$ cat src/rtl/prbs_pattern_gen_pkg.sv
// rtl/prbs_pattern_gen_pkg.sv - shared types and LFSR tables for the PRBS pattern generator
// Purpose: mode and state encodings, LFSR width, per-mode taps/width masks and
//          the per-mode seed derivation used by the generator and its LFSR stepper.
// Ports: none (package).
package prbs_pkg;

  localparam int LFSR_W = 31;

  typedef enum logic [1:0] {
    MODE_PRBS7  = 2'd0,
    MODE_PRBS15 = 2'd1,
    MODE_PRBS23 = 2'd2,
    MODE_PRBS31 = 2'd3
  } prbs_mode_e;

  typedef enum logic [1:0] {
    ST_IDLE     = 2'd0,
    ST_PATTERN  = 2'd1,
    ST_SCRAMBLE = 2'd2
  } prbs_state_e;

  // First tap is always the top bit of the active register width.
  function automatic logic [4:0] tap_a(input prbs_mode_e m);
    case (m)
      MODE_PRBS7:  return 5'd6;
      MODE_PRBS15: return 5'd14;
      MODE_PRBS23: return 5'd22;
      default:     return 5'd30;
    endcase
  endfunction

  function automatic logic [4:0] tap_b(input prbs_mode_e m);
    case (m)
      MODE_PRBS7:  return 5'd5;
      MODE_PRBS15: return 5'd13;
      MODE_PRBS23: return 5'd17;
      default:     return 5'd27;
    endcase
  endfunction

  // Keeps register bits above the active width at zero.
  function automatic logic [LFSR_W-1:0] width_mask(input prbs_mode_e m);
    case (m)
      MODE_PRBS7:  return 31'h0000_007F;
      MODE_PRBS15: return 31'h0000_7FFF;
      MODE_PRBS23: return 31'h007F_FFFF;
      default:     return 31'h7FFF_FFFF;
    endcase
  endfunction

  // An all-zero LFSR would lock up, so a seed that masks to zero becomes all-ones.
  function automatic logic [LFSR_W-1:0] seed_for_mode(input logic [LFSR_W-1:0] seed,
                                                      input prbs_mode_e m);
    logic [LFSR_W-1:0] s;
    s = seed & width_mask(m);
    return (s == '0) ? width_mask(m) : s;
  endfunction

endpackage

$ cat src/rtl/prbs_pattern_gen_if.sv
// rtl/prbs_pattern_gen_if.sv - byte output handshake bundle of the PRBS pattern generator
// Purpose: groups the byte stream valid/ready handshake.
// Ports: out_valid, byte_out, scrambled (generator -> sink); out_ready (sink -> generator).
interface prbs_pattern_gen_if;
  logic       out_valid;
  logic       out_ready;
  logic [7:0] byte_out;
  logic       scrambled;

  modport master (output out_valid, output byte_out, output scrambled, input out_ready);
  modport slave  (input out_valid, input byte_out, input scrambled, output out_ready);
endinterface

$ cat src/rtl/prbs_pattern_gen_lfsr_step8.sv
// rtl/prbs_pattern_gen_lfsr_step8.sv - eight unrolled Fibonacci LFSR steps for one keystream byte
// Purpose: combinational; advances the LFSR eight steps for the selected mode.
// Ports: mode (PRBS select), state_in (current LFSR), state_out (LFSR after
//        eight steps), ks (keystream byte, first output bit in bit0).
module prbs_lfsr_step8
  import prbs_pkg::*;
(
  input  prbs_mode_e        mode,
  input  logic [LFSR_W-1:0] state_in,
  output logic [LFSR_W-1:0] state_out,
  output logic [7:0]        ks
);

  logic [LFSR_W-1:0] s;
  logic              nb;

  always_comb begin
    s  = state_in;
    nb = 1'b0;
    ks = '0;
    for (int i = 0; i < 8; i++) begin
      nb    = s[tap_a(mode)] ^ s[tap_b(mode)];
      s     = {s[LFSR_W-2:0], nb} & width_mask(mode);
      ks[i] = nb;
    end
    state_out = s;
  end

endmodule

$ cat src/rtl/prbs_pattern_gen.sv
// rtl/prbs_pattern_gen.sv - pattern repeater followed by PRBS-scrambled byte stream
// Purpose: emits a captured NUM_BYTES pattern LSB byte first repeat_n times, then
//          the same bytes XORed with a PRBS7/15/23/31 keystream until stop.
// Ports: clk, rst (async, active high), enable (global freeze when low), start,
//        stop, pattern_in, repeat_n, mode, busy; out_if carries out_valid,
//        out_ready, byte_out and scrambled.
// Optional: define PRBS_ERR_INJECT_EN to add err_inject, which inverts bit0 of
//           the scrambled byte loaded on that cycle.
module prbs_pattern_gen
  import prbs_pkg::*;
#(
  parameter int                NUM_BYTES = 4,
  parameter int                REP_W     = 8,
  parameter logic [LFSR_W-1:0] SEED      = 31'h7FFF_FFFF
) (
  input  logic                   clk,
  input  logic                   rst,
  input  logic                   enable,
  input  logic                   start,
  input  logic                   stop,
  input  logic [8*NUM_BYTES-1:0] pattern_in,
  input  logic [REP_W-1:0]       repeat_n,
  input  logic [1:0]             mode,
`ifdef PRBS_ERR_INJECT_EN
  input  logic                   err_inject,
`endif
  output logic                   busy,
  prbs_pattern_gen_if.master     out_if
);

  localparam int                IDX_W    = (NUM_BYTES > 1) ? $clog2(NUM_BYTES) : 1;
  localparam logic [IDX_W-1:0]  LAST_IDX = IDX_W'(NUM_BYTES - 1);

  prbs_state_e            state;
  logic [8*NUM_BYTES-1:0] cap_pattern;
  logic [REP_W-1:0]       cap_rep;
  logic [REP_W-1:0]       rep_cnt;
  prbs_mode_e             cap_mode;
  logic [IDX_W-1:0]       idx;
  logic [LFSR_W-1:0]      lfsr;
  logic                   out_valid_q;
  logic [7:0]             byte_q;
  logic                   scrambled_q;

  logic [7:0]        pat_bytes [NUM_BYTES];
  logic [IDX_W-1:0]  next_idx;
  prbs_mode_e        step_mode;
  logic [LFSR_W-1:0] step_in;
  logic [LFSR_W-1:0] step_out;
  logic [7:0]        ks;
  logic [7:0]        inj;
  logic              xfer;

  for (genvar g = 0; g < NUM_BYTES; g++) begin : g_bytes
    assign pat_bytes[g] = cap_pattern[8*g +: 8];
  end

`ifdef PRBS_ERR_INJECT_EN
  assign inj = {7'd0, err_inject};
`else
  assign inj = 8'd0;
`endif

  assign next_idx = (idx == LAST_IDX) ? '0 : idx + 1'b1;
  assign xfer     = out_valid_q && out_if.out_ready;

  // lfsr always holds the state for the byte after the one on byte_out, so a
  // single stepper serves both start (fed from the seed) and later transfers.
  assign step_mode = (state == ST_IDLE) ? prbs_mode_e'(mode) : cap_mode;
  assign step_in   = (state == ST_IDLE) ? seed_for_mode(SEED, prbs_mode_e'(mode)) : lfsr;

  prbs_lfsr_step8 u_step (
    .mode      (step_mode),
    .state_in  (step_in),
    .state_out (step_out),
    .ks        (ks)
  );

  always_ff @(posedge clk or posedge rst) begin
    if (rst) begin
      state       <= ST_IDLE;
      cap_pattern <= '0;
      cap_rep     <= '0;
      rep_cnt     <= '0;
      cap_mode    <= MODE_PRBS7;
      idx         <= '0;
      lfsr        <= SEED;
      out_valid_q <= 1'b0;
      byte_q      <= '0;
      scrambled_q <= 1'b0;
      busy        <= 1'b0;
    end else if (enable) begin
      if (stop) begin
        state       <= ST_IDLE;
        out_valid_q <= 1'b0;
        scrambled_q <= 1'b0;
        busy        <= 1'b0;
      end else begin
        case (state)
          ST_IDLE: begin
            if (start) begin
              cap_pattern <= pattern_in;
              cap_rep     <= repeat_n;
              cap_mode    <= prbs_mode_e'(mode);
              idx         <= '0;
              rep_cnt     <= '0;
              out_valid_q <= 1'b1;
              busy        <= 1'b1;
              if (repeat_n != '0) begin
                state       <= ST_PATTERN;
                lfsr        <= step_in;
                byte_q      <= pattern_in[7:0];
                scrambled_q <= 1'b0;
              end else begin
                state       <= ST_SCRAMBLE;
                lfsr        <= step_out;
                byte_q      <= pattern_in[7:0] ^ ks ^ inj;
                scrambled_q <= 1'b1;
              end
            end
          end
          ST_PATTERN: begin
            if (xfer) begin
              idx <= next_idx;
              if (idx == LAST_IDX) begin
                if ((rep_cnt + REP_W'(1)) == cap_rep) begin
                  state       <= ST_SCRAMBLE;
                  lfsr        <= step_out;
                  byte_q      <= pat_bytes[0] ^ ks ^ inj;
                  scrambled_q <= 1'b1;
                end else begin
                  rep_cnt <= rep_cnt + REP_W'(1);
                  byte_q  <= pat_bytes[0];
                end
              end else begin
                byte_q <= pat_bytes[next_idx];
              end
            end
          end
          ST_SCRAMBLE: begin
            if (xfer) begin
              idx    <= next_idx;
              lfsr   <= step_out;
              byte_q <= pat_bytes[next_idx] ^ ks ^ inj;
            end
          end
          default: begin
            state       <= ST_IDLE;
            out_valid_q <= 1'b0;
            scrambled_q <= 1'b0;
            busy        <= 1'b0;
          end
        endcase
      end
    end
  end

  assign out_if.out_valid = out_valid_q;
  assign out_if.byte_out  = byte_q;
  assign out_if.scrambled = scrambled_q;

endmodule

$ cat src/flat_wrapper.sv
// flat-port wrapper written by rule: the top's interface ports become plain ports
module prbs_pattern_gen_flat import prbs_pkg::*;
#(
  parameter int                NUM_BYTES = 4,
  parameter int                REP_W     = 8,
  parameter logic [LFSR_W-1:0] SEED      = 31'h7FFF_FFFF
)
  (clk, rst, enable, start, stop, pattern_in, repeat_n, mode, busy, out_if_out_valid, out_if_byte_out, out_if_scrambled, out_if_out_ready);
  prbs_pattern_gen_if out_if_i ();
  input  logic clk;
  input  logic rst;
  input  logic enable;
  input  logic start;
  input  logic stop;
  input  logic [8*NUM_BYTES-1:0] pattern_in;
  input  logic [REP_W-1:0] repeat_n;
  input  logic [1:0] mode;
  output logic busy;
  output wire logic [$bits(out_if_i.out_valid)-1:0] out_if_out_valid;
  output wire logic [$bits(out_if_i.byte_out)-1:0] out_if_byte_out;
  output wire logic [$bits(out_if_i.scrambled)-1:0] out_if_scrambled;
  input wire logic [$bits(out_if_i.out_ready)-1:0] out_if_out_ready;
  assign out_if_out_valid = out_if_i.out_valid;
  assign out_if_byte_out = out_if_i.byte_out;
  assign out_if_scrambled = out_if_i.scrambled;
  assign out_if_i.out_ready = out_if_out_ready;
  prbs_pattern_gen #(.NUM_BYTES(NUM_BYTES), .REP_W(REP_W), .SEED(SEED)) u_core (.clk(clk), .rst(rst), .enable(enable), .start(start), .stop(stop), .pattern_in(pattern_in), .repeat_n(repeat_n), .mode(mode), .busy(busy), .out_if(out_if_i));
endmodule
$ cat config.mk
export PLATFORM = sky130hd
export DESIGN_NAME = prbs_pattern_gen_flat
export DESIGN_NICKNAME = d
export VERILOG_FILES = /design/src/rtl/prbs_pattern_gen_pkg.sv /design/src/rtl/prbs_pattern_gen_if.sv /design/src/rtl/prbs_pattern_gen_lfsr_step8.sv /design/src/rtl/prbs_pattern_gen.sv /design/src/flat_wrapper.sv
export SDC_FILE = /design/constraint.sdc
export NUM_CORES = 1
export LEC_CHECK = 0
export BUFFER_PORTS_ARGS = -buffer_cell sky130_fd_sc_hd__buf_2
export CAP_MARGIN = 0
export CORE_ASPECT_RATIO = 0.75
export CORE_UTILIZATION = 40
export CTS_CLUSTER_SIZE = 14
export DETAILED_ROUTE_END_ITERATION = 10
export GPL_ROUTABILITY_DRIVEN = 0
export HOLD_SLACK_MARGIN = 0.08
export PLACE_DENSITY_LB_ADDON = 0.15
export SETUP_SLACK_MARGIN = 0.02
export SLEW_MARGIN = 5
export SYNTH_ARGS = -nofsm -noshare
export SYNTH_HDL_FRONTEND = slang
export SYNTH_HIERARCHICAL = 1
export SYNTH_SLANG_ARGS = --single-unit
$ cat constraint.sdc
create_clock -name clk -period 4.2 [get_ports clk]
set_clock_uncertainty 0.05 [all_clocks]
set_input_delay 0.84 -clock clk [delete_from_list [all_inputs] [get_ports clk]]
set_output_delay 0.84 -clock clk [all_outputs]
set_load 0.005 [all_outputs]
==> out/results.ini <==
[run_status]
status=completed

[sta]
finalSetupTns_ns=0
worst_pin_slew_ns=1.041
period_share_pct=95.48
slew_viol_final=0
finalHoldViolCount=0
max_freq_ghz=0.2494
slew_headroom_pct=30.45
rsz0062_at_grt=true
setup_viol=0
worst_hold_slack_ns=0.4261
finalCriticalPeriod_ns=4.010

[setup_path]
end_kind=flip-flop
critPathKind=reg -> reg
worstPathMaxFanout=7
timing.reg2reg.setup_slack_ns=0.19
rr_worst_depth=19
reg2reg_from=u_core/state[0]
reg2reg_to=u_core/out_if.byte_out[6]
worstSetupStartpointType=flip-flop
critPathArrivalTime_ns=4.23
crit_required_ns=4.42

[grt]
grt_max_degree=76
antenna_found_initial=0
grt_pass1_wl_um=34190
overflow=0
grt_pass1_vias=6270
grtUsageTotal_pct=23.55

[layout]
fin_util_pct=49.89
syn_to_final_growth_pct=20.68
nets=941
final_cells=1128
seqCellArea_um2=2391
antenna_cells=0
drive_above_1_share_pct=35.55
n_fill_cell=1598
multi_input_area_um2=4621

[clock_network]
cts_buffers=9
worstSkewPairLatency_ns=0.36
clock_path_buffers=2
cts-root-buf=clkbuf_16
cts_tree=yes
clk_pin_slew_worst_paths_ns=0.08
htreeDepth=3
cts_hold_buf=0
cts.sinks=94

[synthesis]
yosysWarnings=6
synthFlopType=dfrtp_1
syn-instance-count=770
ys_top_cells_by_area=dfrtp_1 21%, dfstp_2 11%, mux2i_1 9.4%, mux2_2 6.6%, mux4_2 4.6%
synth.top_cell.area_share_pct=21.41
ys_seq_area_share_pct=32.47
postSynth.asyncResetShare_pct=100.0
yosysUniqueCellTypes=81
syn_avg_cell_area_um2=9.564
synth-edff-count=0
syn_nets=830
yosysMostFrequentCell=mux2i_1
netlist_area_um2=7365
synth_commonest_cells=69 x mux2i_1, 63 x dfrtp_1, 50 x nand2_1, 49 x inv_1, 45 x o21ai_0
yosysTopAreaCell=dfrtp_1
ys_ff_latch=94

[drt]
wl_per_cell_um=18.95
drtIter0Drc=519
routed_wl_um=21370
first_pass_iters=6
via_per_inst=5.686
ant_nets=0
num_vias=6414
drcViolationCount=0

[floorplanning]
rows=42
coreArea_um2=17810
die_area_um2=18960
initial_core_util_pct=41.34
die_w_um=158.7
fp.dieH_um=119.5
ios=59

[hold_path]
min_path_cells=2
worst_hold_path_type=reg -> reg
holdPathEnd=u_core/lfsr[26]
hp-start=u_core/lfsr[26]

[placement]
io_buffers=58
dp_hpwl_um=15970
dpl.cell_count=1110

[power_and_ir_drop]
p_switching_uw=3306
p_comb_share_pct=65.5
clock_power_share_pct=11.4
vdd_ir_drop_max_uv=297.8
power_density_nw_per_um2=842.1
leakagePower_uw=0.003814
seq_power_share_pct=23.1
p_int_uw=4178
swShare_pct=44.18

[flow_run]
maxCapViolations=0

[per-stage QoR]
step | setup slack (ns) | area, um^2 | total power (uW)
CTS | 0.01102 | 8757 | 7261
detailed placement | -0.2612 | 8429 | 6312
finish | 0.1901 | 8887 | 7484
global route | -0.0005498 | 8887 | 7981
floorplan | 0.03145 | 7397 | 4939
global placement | -0.1440 | 8429 | 6217
[how the worst max path moves through the flow]
stage | slack (ns) | to | start | depth (start not counted)
after CTS | 0.01 | u_core/out_if.byte_out[7] | u_core/out_if.scrambled | 19
after floorplan | 0.03 | u_core/out_if.byte_out[7] | u_core/out_if.scrambled | 21
after global placement | -0.14 | u_core/out_if.byte_out[7] | mode[0] | 18
after global routing | -0.0005 | u_core/out_if.byte_out[6] | u_core/out_if.scrambled | 19
after detailed placement | -0.26 | u_core/out_if.byte_out[7] | mode[0] | 19
final | 0.19 | u_core/out_if.byte_out[6] | u_core/state[0] | 19
[sequential cells by signal, summed over array words and instances, names as in the netlist]
signal	flops
u_core/cap_pattern	32
u_core/lfsr	31
u_core/cap_rep	8
u_core/out_if.byte_out	8
u_core/rep_cnt	8
u_core/cap_mode	2
u_core/idx	2
u_core/out_if.out_valid	1
u_core/out_if.scrambled	1
u_core/state	1
[metal layers]
| layer | track usage [%] | up-vias | wire length (um) |
|---|---|---|---|
| met2 | 34.46 | 250 | 9272 |
| met3 | 5.164 | 27 | 1629 |
| met5 | 0 | - | 0 |
| met1 | 34.83 | 3122 | 10190 |
| li1 | - | 3015 | - |
| met4 | 6.070 | 0 | 281 |
[critical path: stages, from the launching register on]
cell	delay, ns
dfrtp_1	0.39
inv_1	0.11
ha_4	0.19
mux2_4	0.35
ha_2	0.22
buf_4	0.17
buf_4	0.17
nor2_1	0.15
nand2_1	0.08
a21oi_2	0.15
o22ai_1	0.13
xor2_1	0.22
a31o_2	0.22
mux2_2	0.36
nor3_4	0.23
inv_2	0.09
xnor2_2	0.17
a21oi_1	0.09
a2bb2oi_1	0.17
a41oi_1	0.19
[final cells by class]
type,instances,area share [%]
clock buffers,10,2.689
clock inverters,6,0.6758
inverters,49,2.126
multi-input cells,568,51.99
flip-flops and latches,94,26.90
well taps,242,3.407
repair buffers,159,12.21
[timing repair]
action | CTS | global route
gates resized for setup | 8 | 29
setup buffers | 0 | 2
pin swaps | 3 | 8
endpoints found under the setup margin | 4 | 6
[power groups by stage]
stage,clock [uW],sequential (uW),combinational [uW]
5_1_grt,918,1790,5270
4_1_cts,886,1720,4650
2_1_floorplan,0,1590,3340
6_report,853,1730,4910
3_5_place_dp,0,1740,4570
3_3_place_gp,0,1720,4500
[kinds of logic (layout without fill, tap and decap cells)]
family	count (synthesis)	in the layout	share of synthesized area, %
AO/OA/AOI/OAI	183	183	18.18
flip-flops	94	94	32.47
AND/OR/NAND/NOR	209	209	15.19
buffers and inverters	108	224	6.796
XOR/XNOR	33	33	4.179
multiplexers	131	131	21.15
adder cells (fa/ha/maj)	12	12	2.039
[cell usage in the layout (no fill, tap or decap), drive strengths merged, types with 5 or more instances in the layout]
cell type,count
ha,12
a41oi,5
a21o,5
mux2i,69
o21ai,62
o32a,7
nand3b,6
dfstp,31
mux4,15
o211ai,8
or3,11
and3,8
clkbuf,10
and2,17
nor3,11
or2,9
a21oi,33
inv,53
xnor2,23
buf,159
nand2b,7
xor2,10
nor2b,14
a31oi,7
nand2,50
mux2,47
a211oi,5
nor2,27
dfrtp,63
o22ai,5
nor3b,6
nand3,31
a2bb2oi,5
Note: power is estimated with default switching activity, not from simulation.
